## src/rtl/aes128_round_ctrl_if.sv

```systemverilog
`default_nettype none
// ============================================================================
// aes128_round_ctrl_if : host-side handshake bundle of the AES-128 sequencer
// Revision 1.0
// ============================================================================
interface aes128_round_ctrl_if;
  logic         in_valid;
  logic         in_ready;
  logic [127:0] plaintext;
  logic [127:0] key;
  logic         out_valid;
  logic         out_ready;
  logic [127:0] ciphertext;
  logic         busy;

  modport master (
    output in_valid, plaintext, key, out_ready,
    input  in_ready, out_valid, ciphertext, busy
  );

  modport slave (
    input  in_valid, plaintext, key, out_ready,
    output in_ready, out_valid, ciphertext, busy
  );
endinterface
`default_nettype wire

```

## src/rtl/aes128_round_ctrl.sv

```systemverilog
`default_nettype none
// ============================================================================
// aes128_round_ctrl : iterative AES-128 encryption sequencer, one round/clock
// Revision 1.0
// ============================================================================
module aes128_round_ctrl (
  input  wire                clk,
  input  wire                rst_n,
  aes128_round_ctrl_if.slave host,
  output logic [127:0]       kexp_key_o,
  output logic [7:0]         kexp_rcon_o,
  input  wire  [127:0]       kexp_key_i,
  output logic [127:0]       rnd_state_o,
  output logic [127:0]       rnd_key_o,
  output logic               rnd_last_o,
  input  wire  [127:0]       rnd_state_i
);

  typedef enum logic [1:0] {
    IDLE  = 2'd0,
    ROUND = 2'd1,
    DONE  = 2'd2
  } fsm_t;

  localparam logic [3:0] LAST_ROUND = 4'd10;

  fsm_t         fsm;
  fsm_t         fsm_nxt;
  logic [127:0] blk_state;
  logic [127:0] rkey;
  logic [3:0]   round;
  logic [7:0]   rcon;
  logic [7:0]   rcon_nxt;
  logic         accept;

  assign accept   = (fsm == IDLE) && host.in_valid;
  assign rcon_nxt = {rcon[6:0], 1'b0} ^ (rcon[7] ? 8'h1b : 8'h00);

  always_comb begin
    fsm_nxt = fsm;
    case (fsm)
      IDLE:    if (host.in_valid)        fsm_nxt = ROUND;
      ROUND:   if (round == LAST_ROUND)  fsm_nxt = DONE;
      DONE:    if (host.out_ready)       fsm_nxt = IDLE;
      default:                           fsm_nxt = IDLE;
    endcase
  end

  always_ff @(posedge clk or negedge rst_n) begin
    if (!rst_n) begin
      fsm <= IDLE;
    end else begin
      fsm <= fsm_nxt;
    end
  end

  // Initial AddRoundKey is folded into acceptance so ROUND only applies rounds 1..10.
  always_ff @(posedge clk or negedge rst_n) begin
    if (!rst_n) begin
      blk_state <= '0;
      rkey      <= '0;
      round     <= '0;
      rcon      <= '0;
    end else begin
      case (fsm)
        IDLE: begin
          if (accept) begin
            blk_state <= host.plaintext ^ host.key;
            rkey      <= host.key;
            round     <= 4'd1;
            rcon      <= 8'h01;
          end
        end
        ROUND: begin
          blk_state <= rnd_state_i;
          rkey      <= kexp_key_i;
          rcon      <= rcon_nxt;
          if (round != LAST_ROUND) begin
            round <= round + 4'd1;
          end
        end
        DONE: begin
          if (host.out_ready) begin
            round <= '0;
          end
        end
        default: begin
          round <= '0;
        end
      endcase
    end
  end

  assign host.in_ready   = (fsm == IDLE);
  assign host.out_valid  = (fsm == DONE);
  assign host.busy       = (fsm == ROUND) || (fsm == DONE);
  assign host.ciphertext = blk_state;

  assign rnd_state_o = blk_state;
  assign rnd_key_o   = kexp_key_i;
  assign rnd_last_o  = (fsm == ROUND) && (round == LAST_ROUND);
  assign kexp_key_o  = rkey;
  assign kexp_rcon_o = rcon;

endmodule
`default_nettype wire

```

## src/flat_wrapper.sv

```systemverilog
// flat-port wrapper written by rule: the top's interface ports become plain ports
module aes128_round_ctrl_flat 
  (clk, rst_n, kexp_key_o, kexp_rcon_o, kexp_key_i, rnd_state_o, rnd_key_o, rnd_last_o, rnd_state_i, host_in_valid, host_plaintext, host_key, host_out_ready, host_in_ready, host_out_valid, host_ciphertext, host_busy);
  aes128_round_ctrl_if host_i ();
  input  wire clk;
  input  wire rst_n;
  output logic [127:0] kexp_key_o;
  output logic [7:0] kexp_rcon_o;
  input  wire  [127:0] kexp_key_i;
  output logic [127:0] rnd_state_o;
  output logic [127:0] rnd_key_o;
  output logic rnd_last_o;
  input  wire  [127:0] rnd_state_i;
  input wire logic [$bits(host_i.in_valid)-1:0] host_in_valid;
  input wire logic [$bits(host_i.plaintext)-1:0] host_plaintext;
  input wire logic [$bits(host_i.key)-1:0] host_key;
  input wire logic [$bits(host_i.out_ready)-1:0] host_out_ready;
  output wire logic [$bits(host_i.in_ready)-1:0] host_in_ready;
  output wire logic [$bits(host_i.out_valid)-1:0] host_out_valid;
  output wire logic [$bits(host_i.ciphertext)-1:0] host_ciphertext;
  output wire logic [$bits(host_i.busy)-1:0] host_busy;
  assign host_i.in_valid = host_in_valid;
  assign host_i.plaintext = host_plaintext;
  assign host_i.key = host_key;
  assign host_i.out_ready = host_out_ready;
  assign host_in_ready = host_i.in_ready;
  assign host_out_valid = host_i.out_valid;
  assign host_ciphertext = host_i.ciphertext;
  assign host_busy = host_i.busy;
  aes128_round_ctrl u_core (.clk(clk), .rst_n(rst_n), .host(host_i), .kexp_key_o(kexp_key_o), .kexp_rcon_o(kexp_rcon_o), .kexp_key_i(kexp_key_i), .rnd_state_o(rnd_state_o), .rnd_key_o(rnd_key_o), .rnd_last_o(rnd_last_o), .rnd_state_i(rnd_state_i));
endmodule
```

## config.mk

```make
export PLATFORM = sky130hd
export DESIGN_NAME = aes128_round_ctrl_flat
export DESIGN_NICKNAME = d
export VERILOG_FILES = /design/src/rtl/aes128_round_ctrl_if.sv /design/src/rtl/aes128_round_ctrl.sv /design/src/flat_wrapper.sv
export SDC_FILE = /design/constraint.sdc
export NUM_CORES = 1
export LEC_CHECK = 0
export ABC_AREA = 1
export CAP_MARGIN = 10
export CORE_AREA = 2 2 401 403
export DETAILED_ROUTE_END_ITERATION = 8
export DIE_AREA = 0 0 403 405
export SLEW_MARGIN = 20
export SYNTH_ARGS = -nofsm -noshare
export SYNTH_HDL_FRONTEND = slang
export SYNTH_SLANG_ARGS = --single-unit
export TNS_END_PERCENT = 5
```

## constraint.sdc

```tcl
create_clock -name clk -period 2.15 [get_ports clk]
set_input_delay 0.3225 -clock clk [delete_from_list [all_inputs] [get_ports clk]]
set_output_delay 0.3225 -clock clk [all_outputs]
set_load 0.01 [all_outputs]
```

* After elaboration in Yosys (flattened, before gate mapping)
Index checks and enable logic that the tools add are counted.
** Word-level totals
- Input bits :: 516
- Output and inout bits :: 524
- Bits in registers :: 270
- Logic and storage cells :: 40
** Cells by class
- Equal/unequal tests :: 9
- Bitwise logic cells :: 2
- Reduce and logical (&&, ||, !) cells :: 8
- $add $sub $neg :: 1
- Multiplexer cells :: 15
** Operators with widths (number)
- 128-bit case mux with 2 select lines :: 2
- 128-bit two-way mux :: 2
- 128-bit bitwise XOR :: 1
- 8-bit case mux with 2 select lines :: 1
- 4-bit two-way mux :: 3
- 4-bit case mux with 3 select lines :: 1
- 8-bit two-way mux :: 1
- 8-bit bitwise XOR :: 1
- 2-bit two-way mux :: 3
- 2-bit != test, second input constant :: 3
- 2-bit case mux with 3 select lines :: 1
- 3-bit AND reduction :: 2
- 5-bit two-way mux :: 1
- 4-bit by 1-bit adder with 4-bit output, second input constant :: 1
- 4-bit equality test, second input constant :: 1
- 2-bit by 1-bit != test with 1-bit output, second input constant :: 2
- 4-bit != test, second input constant :: 1
- 2-bit by 1-bit equality test with 1-bit output, second input constant :: 1
- 2-bit equality test, second input constant :: 1
- 1-bit logical AND :: 2
- 2-bit zero test :: 1
- 2-bit AND reduction :: 1
- 2-bit nonzero test :: 1
- 1-bit logical OR :: 1

* Depth between registers and ports, before layout
- Depth after elaboration :: 4
- Mapped depth :: 9
- Depth with buffers taken out :: 9

* Worst setup path before layout
No wires, ideal clock.
- Path kind :: register to register
- Start point :: reg u_core.fsm[0]
- End point :: reg u_core.rcon[4] (netlist: u_core.kexp_rcon_o[4])
- Arrival time :: 1.505 ns
- Buffers on the path :: 2
- Period minus slack after synthesis :: 1.629 ns
- Library setup time :: 0.124 ns
- Stages on the path, launching flop included :: 10
- Data required time :: 2.026 ns
- Slack :: 0.521 ns
- Path through :: dfrtp_1 > inv_1 > ha_1 > inv_1 > nand2_2 > nand2_4 > buf_6 > buf_4 > o211ai_1 > nand2_1
** Between the ends
- Longest elaborated chain between the ends :: 4
- Elaborated cells on any way between the ends :: 7
- Classes of those cells :: eq/ne (2); mux (1); reduce/logical (4)
** Ends and longest elaborated chain
- start, declared :: RTL line aes128_round_ctrl.sv:27 : fsm_t fsm;
- start signal, assigned :: RTL line aes128_round_ctrl.sv:53 : fsm <= fsm_nxt;
- 2-bit zero test (*)
- net host_in_ready :: RTL line flat_wrapper.sv:18 : output wire logic [$bits(host_i.in_ready)-1:0] host_in_ready;
- 1-bit logical AND :: RTL line aes128_round_ctrl.sv:36 : assign accept = (fsm == IDLE) && host.in_valid;
- 2-bit by 1-bit != test with 1-bit output (no source line)
- 2-bit AND reduction (no source line)
- end signal, assigned :: RTL line aes128_round_ctrl.sv:77 : rcon <= rcon_nxt;
- end, declared :: RTL line aes128_round_ctrl.sv:32 : logic [7:0] rcon;
The timed path passes the listed nets; every way through them passes the cells marked *.
A chain may end at the register's enable or synchronous reset.

* Final worst setup path
- Start point :: reg u_core.blk_state[1] (netlist: u_core.host.ciphertext[1])
- End point :: out host_ciphertext[1]
** RTL lines
- start, declared :: RTL line aes128_round_ctrl.sv:29 : logic [127:0] blk_state;
- start signal, assigned :: RTL line aes128_round_ctrl.sv:68 : blk_state <= host.plaintext ^ host.key;
- start signal, assigned :: RTL line aes128_round_ctrl.sv:75 : blk_state <= rnd_state_i;
- end, declared :: RTL line flat_wrapper.sv:20 : output wire logic [$bits(host_i.ciphertext)-1:0] host_ciphertext;
No word-level cell between the ends.

==> impl_metrics.json <==
{
  "cp_num_cells": 1,
  "reg2reg_to": "u_core.host.ciphertext[5]",
  "via_count": 18900,
  "synthesis.area_per_instance_um2": 7.24,
  "worstPathBufferInverterCount": 1,
  "unrepaired_setup_endpoints_after_global_routing": "yes",
  "track_usage_pct": 16.5,
  "cts_root_buf": "sky130_fd_sc_hd__clkbuf_16",
  "vias_per_cell": 3.65,
  "netlist_area_um2": 16300,
  "layout_common_cells": "sky130_fd_sc_hd__clkdlybuf4s50_1, sky130_fd_sc_hd__nand2_1, sky130_fd_sc_hd__dfrtp_1",
  "timing.critical_path.required_ns": 1.83,
  "share_of_layout_cells_above_drive_strength_1_pct": 6.12,
  "drc_errors": 0,
  "crit-reg2reg-launch": "u_core.fsm[0]",
  "numPortBuffers": 1039,
  "antenna_violating_nets_post_route": 0,
  "synthDistinctLibCells": 20,
  "cpLargestDelayFamily": "buffers and inverters",
  "vdd.ir_drop.worst_mv": 0.721,
  "starting_density_of_the_core_pct": 10.3,
  "synth_cells": 2256,
  "route.final.wire_length_um": 141000,
  "die-width_um": 403,
  "ioPinCount": 1040,
  "finClkSkew_ns": 0.0445,
  "synthesized_net_count": 2779,
  "drv_slew": 0,
  "reg2regPathDepth": 8,
  "maximum_number_of_pins_on_one_net_before_global_route_repair": 76,
  "die-height_um": 405,
  "tns_ns": 0,
  "drt_pass1_iterations": 8,
  "cp.arrival_ns": 1.80,
  "worstSetupEndpointType": "primary output",
  "timing.final.ws_setup_ns": 0.0275,
  "clock_sinks": 270,
  "power_leakage_uw": 0.0124,
  "crit_path_max_incr_delay_ns": 0.78,
  "timing.slew.headroom_pct": 58.4,
  "insertion_delay_ns": 0.63,
  "cpMaxStageDelayCell": "sky130_fd_sc_hd__clkdlybuf4s50_1",
  "worst-r2r-setup-slack_ns": 0.17,
  "clock_path_buffers": 3,
  "crit_path_start_kind": "flop",
  "final_period_minus_worst_setup_slack_ns": 2.12,
  "avgRoutedWirePerCell_um": 27.3,
  "core_area_um2": 159000,
  "hpwlAfterDp_um": 122000,
  "cts_tree": "yes",
  "detailedRoute.firstIterationViolations": 1559,
  "area_growth_pct": 77.7,
  "outcome": "complete, no violations",
  "gp_routability_congestion": 0.950,
  "final.fill_count": 17900,
  "synth-seq-cells": 270,
  "timing.critical_path.cells": "clkdlybuf4s50_1",
  "clock_tree.htree_level_count": 2,
  "timing.final.crit_share_pct": 98.7,
  "post-place-ws_ns": 0.0964,
  "crit_fanout": 3,
  "final_global_route_overflow_total": 0,
  "max_cap_violations": 0,
  "worst-setup-path-type": "flop to primary output",
  "yosysWarnings": 0,
  "clkTransAtPathRegs_ns": 0.06,
  "first_pass_grt_wire_length_um": 179000,
  "numnets_final": 3571,
  "dieArea_um2": 163000,
  "cts_made_buffers": 39,
  "std_cell_rows": 147,
  "layout.cells.most_common": "sky130_fd_sc_hd__clkdlybuf4s50_1",
  "finalHoldViolCount": 0,
  "hold_path_class": "input port to asynchronous set/reset pin",
  "transition_time_at_the_pin_with_the_least_slew_margin_ns": 0.624,
  "portion_of_the_post_synthesis_area_used_by_sequential_elements_pct": 41.3,
  "fmax_mhz": 471,
  "power_density_nw_per_um2": 1450,
  "finalSetupViolations": 0,
  "grt_pass1_vias": 17600,
  "initial_antenna_violation_count": 113
}
synth_stat cells:
master | n | area, um2
sky130_fd_sc_hd__a21oi_1 | 3 | 15.0
sky130_fd_sc_hd__a31oi_1 | 258 | 1610
sky130_fd_sc_hd__buf_2 | 62 | 310
sky130_fd_sc_hd__buf_4 | 267 | 2000
sky130_fd_sc_hd__buf_6 | 16 | 180
sky130_fd_sc_hd__clkbuf_1 | 26 | 97.6
sky130_fd_sc_hd__dfrtp_1 | 270 | 6760
sky130_fd_sc_hd__ha_1 | 7 | 87.6
sky130_fd_sc_hd__inv_1 | 268 | 1010
sky130_fd_sc_hd__inv_2 | 1 | 3.75
sky130_fd_sc_hd__nand2_1 | 663 | 2490
sky130_fd_sc_hd__nand2_2 | 2 | 12.5
sky130_fd_sc_hd__nand2_4 | 1 | 11.3
sky130_fd_sc_hd__nand3_1 | 142 | 711
sky130_fd_sc_hd__nand4_1 | 2 | 12.5
sky130_fd_sc_hd__nor2_1 | 259 | 972
sky130_fd_sc_hd__o211ai_1 | 3 | 22.5
sky130_fd_sc_hd__o21ai_0 | 4 | 20.0
sky130_fd_sc_hd__or2_2 | 1 | 6.26
sky130_fd_sc_hd__xnor2_1 | 1 | 8.76
where the power goes:
part / switching, uW / total, uW / internal, uW / leakage [uW]
sequential: 2240 / 9940 / 7710 / 0.00303
clock: 2900 / 6850 / 3950 / 0.000624
combinational: 14300 / 25200 / 10800 / 0.00879
total: 19500 / 42000 / 22500 / 0.0124
cells by family after synthesis:
kind of cell	count (synthesis)	share of synthesized area [%]
buffers and inverters	640	22.0
DFF	270	41.3
xor gates and xnor gates	1	0.0536
and+or+nand+nor	1070	25.8
AOI/OAI and AO/OA	268	10.2
adders and majority gates	7	0.536
worst max-delay path by stage:
| stage | from | to | slack, ns |
|---|---|---|---|
| after global placement | kexp_key_i[23] | rnd_key_o[23] | 0.09 |
| after global routing | u_core.round[0] | rnd_last_o | -0.007 |
| after detailed placement | kexp_key_i[23] | rnd_key_o[23] | 0.1 |
| after floorplan | u_core.fsm[0] | u_core.kexp_rcon_o[4] | 0.52 |
| final | u_core.host.ciphertext[1] | host_ciphertext[1] | 0.03 |
| after CTS | u_core.host.ciphertext[74] | rnd_state_o[74] | 0.0008 |
sequential cells by signal, summed over array words and instances (netlist names):
signal and count:
u_core.fsm 2, u_core.host.ciphertext 128, u_core.kexp_key_o 128, u_core.kexp_rcon_o 8
u_core.round 4
worst register-to-register path, stage by stage, from the launching register on:
cell and delay [ns]:
sky130_fd_sc_hd__dfrtp_1 0.38, sky130_fd_sc_hd__buf_4 0.16, sky130_fd_sc_hd__ha_4 0.16, sky130_fd_sc_hd__buf_4 0.18
sky130_fd_sc_hd__inv_6 0.09, sky130_fd_sc_hd__buf_12 0.21, sky130_fd_sc_hd__buf_4 0.40, sky130_fd_sc_hd__nand3_1 0.19
sky130_fd_sc_hd__a31oi_1 0.18
layout make-up:
class / instances / area [um2] / area share [%]
clock buffers: 51 / 1100 / 3.79
inverters: 269 / 1020 / 3.51
multi-input cells: 1346 / 6020 / 20.7
well taps: 2086 / 2610 / 8.99
repair buffers: 1122 / 11300 / 38.9
diodes: 24 / 60.1 / 0.207
clock inverters: 12 / 180 / 0.621
flip-flops and latches: 270 / 6760 / 23.3
stage by stage:
step / util [%] / cells / instance area (um2) / power (uW) / hold slack (ns)
after global routing: 18.2 / 5162 / 29000 / 44300 / 0.155
final: 18.2 / 5180 / 29000 / 42000 / 0.167
after detailed placement: 17.4 / 5091 / 27700 / 35700 / 0.238
after floorplan: - / 2256 / 16300 / 21000 / 0.0269
after global placement: 17.4 / 5091 / 27700 / 35500 / 0.237
after CTS: 18.2 / 5156 / 29000 / 42500 / 0.122
metal layers:
metal  part of all wire, %  track usage (%)  vias up
li1                      -                -     8522
met1                    40             19.8     9005
met2                    45             25.9     1032
met3                    12             7.90      272
met4                   3.6             5.28       98
met5                  0.44                0        -
what timing repair did:
| item | CTS | global route |
|---|---|---|
| cloned | 0 | 0 |
| pin swaps | 1 | 2 |
| hold endpoints to repair | 81 | 0 |
| endpoints found under the setup margin | 45 | 7 |
| hold buffers | 1 | 0 |
| setup buffers | 1 | 0 |
| resized for setup | 44 | 9 |
Power figures use the tool's default switching activity.
